==> src/rtl/matmul_result_reader.sv <==
// Streams the captured N x M product matrix from the systolic array out one element per beat,
// row-major, with per-element overflow flags and a sticky in-region overflow summary.
module matmul_result_reader #(
  parameter int unsigned DATA_WIDTH = 8,
  parameter int unsigned BUS_WIDTH  = 16
) (
  input  logic                                                    clk_i,
  input  logic                                                    rst_i,
  input  logic                                                    capture_i,
  input  logic [1:0]                                              n_dim_i,
  input  logic [1:0]                                              m_dim_i,
  input  logic [(BUS_WIDTH/DATA_WIDTH)**2*2*DATA_WIDTH-1:0]       c_matrix_i,
  input  logic [(BUS_WIDTH/DATA_WIDTH)**2-1:0]                    flags_i,
  input  logic                                                    ready_i,
  output logic                                                    valid_o,
  output logic [2*DATA_WIDTH-1:0]                                 data_o,
  output logic [1:0]                                              row_o,
  output logic [1:0]                                              col_o,
  output logic                                                    ovf_o,
  output logic                                                    last_o,
  output logic                                                    busy_o,
  output logic                                                    done_o,
  output logic                                                    overflow_o
);

  localparam int unsigned MAX_DIM  = BUS_WIDTH / DATA_WIDTH;
  localparam int unsigned NUM_ELEM = MAX_DIM * MAX_DIM;
  localparam int unsigned ELEM_W   = 2 * DATA_WIDTH;

  typedef enum logic [1:0] {StIdle, StSend, StDone} state_e;

  state_e                       state_q, state_d;
  logic [NUM_ELEM*ELEM_W-1:0]   cmat_q;
  logic [NUM_ELEM-1:0]          flags_q;
  logic [1:0]                   n_q, m_q, r_q, c_q;
  logic                         overflow_q;

  logic [1:0]                   n_clamp, m_clamp;
  logic                         region_ovf;
  logic [ELEM_W-1:0]            elem;
  logic                         elem_ovf;
  logic                         send, transfer, col_last, row_last, is_last;

  // Zero or oversized dimensions fall back to the full array.
  function automatic logic [1:0] clamp_dim(input logic [1:0] d);
    if (d == 2'd0 || 32'(d) > MAX_DIM) return 2'(MAX_DIM);
    return d;
  endfunction

  always_comb begin
    n_clamp    = clamp_dim(n_dim_i);
    m_clamp    = clamp_dim(m_dim_i);
    region_ovf = 1'b0;
    for (int unsigned r = 0; r < MAX_DIM; r++) begin
      for (int unsigned c = 0; c < MAX_DIM; c++) begin
        if (r < 32'(n_clamp) && c < 32'(m_clamp)) region_ovf = region_ovf | flags_i[r*MAX_DIM+c];
      end
    end
  end

  // Mux by comparison so a row index one past the region never selects out of range.
  always_comb begin
    elem     = '0;
    elem_ovf = 1'b0;
    for (int unsigned e = 0; e < NUM_ELEM; e++) begin
      if (32'(r_q) * MAX_DIM + 32'(c_q) == e) begin
        elem     = cmat_q[e*ELEM_W +: ELEM_W];
        elem_ovf = flags_q[e];
      end
    end
  end

  assign send     = (state_q == StSend);
  assign transfer = send && ready_i;
  assign col_last = (c_q == m_q - 2'd1);
  assign row_last = (r_q == n_q - 2'd1);
  assign is_last  = col_last && row_last;

  always_comb begin
    state_d = state_q;
    unique case (state_q)
      StIdle:  if (capture_i) state_d = StSend;
      StSend:  if (transfer && is_last) state_d = StDone;
      StDone:  state_d = StIdle;
      default: state_d = StIdle;
    endcase
  end

  always_ff @(posedge clk_i or posedge rst_i) begin
    if (rst_i) state_q <= StIdle;
    else       state_q <= state_d;
  end

  always_ff @(posedge clk_i or posedge rst_i) begin
    if (rst_i) begin
      cmat_q     <= '0;
      flags_q    <= '0;
      n_q        <= '0;
      m_q        <= '0;
      r_q        <= '0;
      c_q        <= '0;
      overflow_q <= 1'b0;
    end else if (state_q == StIdle && capture_i) begin
      cmat_q     <= c_matrix_i;
      flags_q    <= flags_i;
      n_q        <= n_clamp;
      m_q        <= m_clamp;
      r_q        <= '0;
      c_q        <= '0;
      overflow_q <= region_ovf;
    end else if (transfer) begin
      if (col_last) begin
        c_q <= '0;
        r_q <= r_q + 2'd1;
      end else begin
        c_q <= c_q + 2'd1;
      end
    end
  end

  assign valid_o    = send;
  assign data_o     = send ? elem : '0;
  assign row_o      = send ? r_q : 2'd0;
  assign col_o      = send ? c_q : 2'd0;
  assign ovf_o      = send && elem_ovf;
  assign last_o     = send && is_last;
  assign busy_o     = (state_q != StIdle);
  assign done_o     = (state_q == StDone);
  assign overflow_o = overflow_q;

endmodule
==> config.mk <==
export PLATFORM = sky130hd
export DESIGN_NAME = matmul_result_reader
export DESIGN_NICKNAME = d
export VERILOG_FILES = /design/src/rtl/matmul_result_reader.sv
export SDC_FILE = /design/constraint.sdc
export NUM_CORES = 1
export LEC_CHECK = 0
export BUFFER_PORTS_ARGS = -buffer_cell sky130_fd_sc_hd__buf_2
export CAP_MARGIN = 0
export CORE_ASPECT_RATIO = 1.5
export CORE_MARGIN = 1
export CORE_UTILIZATION = 45
export DETAILED_ROUTE_END_ITERATION = 12
export PLACE_DENSITY_LB_ADDON = 0.15
export SYNTH_ARGS = -nofsm -noshare
export SYNTH_HDL_FRONTEND = slang
export SYNTH_SLANG_ARGS = --single-unit
export TNS_END_PERCENT = 30
==> constraint.sdc <==
create_clock -name clk_i -period 2 [get_ports clk_i]
set_clock_uncertainty 0.1 [all_clocks]
set_input_delay 0 -clock clk_i [delete_from_list [all_inputs] [get_ports clk_i]]
set_output_delay 0 -clock clk_i [all_outputs]
set_load 0.02 [all_outputs]
==> reports/metrics.yaml <==
synth:
  synthFlopType: "dfrtp_1"
  ys_seq_area_share_pct: 51.82
  syn_area_um2: 3815
  synthArstFlopShare_pct: 100.0
  synthMuxAreaShare_pct: 5.904
  synth-simple-area-share_pct: 29.29
  synth_fa_ha_area_share_pct: 0.3280
  synth_compound_area_share_pct: 8.199
  synth-edff-count: 0
  synth_top_family_by_area: "simple AND/OR/NAND/NOR gates"
  synth_seq_cells: 79
  yosys_warnings: 0
  syn_avg_cell_area_um2: 8.730
  syn_nets: 514
  ys_types: 37
  synth-xor-area-share_pct: 0.4592
  syn_inst: 437
cts:
  cts_tree: "done"
  clk_path_buf_depth: 2
  clk_pin_slew_ns: 0.06
  cts_root_buffer: "clkbuf_16"
  clock-sinks: 79
  cts_buffers: 9
  cts-htree-levels: 3
  clkLatencyLatePin_ns: 0.33
sta:
  timing.slew.headroom_pct: 56.31
  grt_setup_unrepaired: "yes"
  hold_violations: 0
  max_freq_mhz: 514.1
  worst_pin_slew_ns: 0.6547
  finalSetupViolations: 0
  fin_crit_sh_pct: 97.26
  report.final.slew_viol_count: 0
  period_needed_ns: 1.945
  tns_ns: 0
  whs_ns: 0.01851
cells_and_area:
  final_common_cell: "nand2_1"
  instances_no_fill: 731
  finalNetCount: 697
  area_growth_syn_to_layout_pct: 47.59
  layout-drive-gt1-share_pct: 28.64
  fin_util_pct: 69.44
  final_cell_mix: "210 x nand2_1, 99 x buf_2, 77 x dfrtp_1"
routing:
  top_layer_used: "met4"
  routed_via_density: 4.970
  route.met3.wl_um: 316
  drcViolationCount: 0
  initialDrtViolationCount: 217
  vias: 3633
  drtPass1Iterations: 4
  drt-met1-wl_mm: 4.216
  detailroute.wirelength.met2_mm: 5.881
  routedWlPerCell_um: 14.58
  ant_nets: 0
  finalWirelength_mm: 10.66
global_routing:
  grt_util_all_layers_pct: 24.83
  first_global_vias: 3527
  grt-ovfl-total: 0
  grt_max_degree: 80
  grt_pass1_wl_mm: 16.79
  antenna_found_initial: 0
job:
  cap_violations: 0
floorplanning:
  start_util_pct: 47.05
  io_pins: 102
  row_count: 40
  core_region_area_um2: 8108
  die_height_um: 114.8
  die_area_um2: 8857
  die_x_um: 77.18
pwr:
  design_power_total_mw: 8.903
  powerDensity_nw_per_um2: 1581
  ir_drop_v: 0.001066
  p_leak_nw: 2.906
critical_path:
  endpoint_kind: "output pin"
  criticalPathCategory: "reg -> out"
  worstSetupStartpointType: "flip-flop"
  cp_slowest_stage_delay_ns: 0.45
  slowest_stage: "dfrtp_2"
  cp_data_arrival_time_ns: 1.85
  cp_max_fo: 10
  critPathRequiredTime_ns: 1.90
  path_cells: "ha_4 -> nor2_4 -> nand3b_4 -> buf_4 -> nor2_1 -> nor2_1 -> buf_4"
place:
  hpwl_mm: 6.432
  placed_cells: 636
  portBuffers: 101
  place.gp.congestion: 0.8192
hold_path:
  min_path_type: "in -> reg"
status:
  status: "finished, final reports clean"
-- cell type report --
class	count	area (um2)
clock inverters	3	40.04
fillers	690	2477
diodes	1	2.502
inverters	3	15.01
well taps	105	131.4
repair buffers	196	1460
multi-input cells	331	1732
flip-flops and latches	79	1979
clock buffers	13	270.3
-- where the power goes --
group | switching (mW) | leakage [nW] | total (mW) | internal [mW]
Combinational | 2.52 | 1.77 | 4.42 | 1.89
Sequential | 0.467 | 0.976 | 2.80 | 2.33
Clock | 0.623 | 0.156 | 1.69 | 1.06
Total | 3.61 | 2.91 | 8.90 | 5.29
-- per-layer routing --
metal / global-route usage [%] / up-vias
met2: 46.84 / 99
met4: 10.06 / 0
met1: 27.27 / 1734
met3: 4.365 / 20
li1: - / 1780
met5: 0 / -
-- cell usage after synthesis, types with 3 or more instances --
master / number / area (um2)
o221ai_1: 7 / 61.31
clkbuf_1: 3 / 11.26
nand2_1: 210 / 788.3
mux2_2: 17 / 191.4
and2_1: 4 / 25.02
dfrtp_1: 79 / 1977
a21oi_1: 5 / 25.02
buf_4: 5 / 37.54
inv_1: 3 / 11.26
o221ai_2: 10 / 150.1
buf_2: 14 / 70.07
nand2b_1: 5 / 31.28
nor2_1: 44 / 165.2
-- per-stage QoR --
stage / setup slack [ns] / cell area (um2)
4_1_cts: 0.01567 / 5572
3_5_place_dp: 0.2168 / 4498
2_1_floorplan: 0.2935 / 3819
5_1_grt: -0.01096 / 5628
3_3_place_gp: 0.2870 / 4498
6_report: 0.05472 / 5630
-- cells by family (layout without fill, tap and decap cells) --
| logic type | count (synthesis) | count (layout) |
|---|---|---|
| other | 0 | 1 |
| flip-flops | 79 | 79 |
| XOR/XNOR | 2 | 2 |
| buffers and inverters | 27 | 215 |
| AND/OR/NAND/NOR | 275 | 275 |
| multiplexers | 20 | 20 |
| adder cells (fa/ha/maj) | 1 | 1 |
| AO/OA/AOI/OAI | 33 | 33 |
-- worst paths after layout --
kind                                 start         end  slack (ns)  depth (start not counted)
worst min-delay path            m_dim_i[0]      m_q[0]        0.02                          4
worst max register to register  state_q[0]  cmat_q[60]        0.28                          4
min in group asynchronous            rst_i  cmat_q[31]        0.22                          4
worst min register to register  cmat_q[19]  cmat_q[19]        0.37                          2
max in group asynchronous            rst_i      c_q[1]        1.19                          4
worst max-delay path                c_q[1]   data_o[9]        0.05                          7
-- repair_timing --
action / 4_1_cts / 5_1_grt
setup buffers: 0 / 5
resized for setup: 6 / 6
setup endpoints to repair: 16 / 9
hold buffers: 73 / 0
endpoints found under the hold margin: 154 / 0
-- critical path, delay by kind of cell, from the launching register on --
family                   cells  cell delay [ns]
AND/OR/NAND/NOR              4             0.50
buffers and inverters        2             0.37
flip-flops                   1             0.45
adder cells (fa/ha/maj)      1             0.19
-- sequential cells by signal, indices dropped and copies added (netlist names) --
name,flops
flags_q,4
m_q,2
cmat_q,64
n_q,2
state_q,2
c_q,2
r_q,2
overflow_o,1
(Power assumes the default switching activity.)
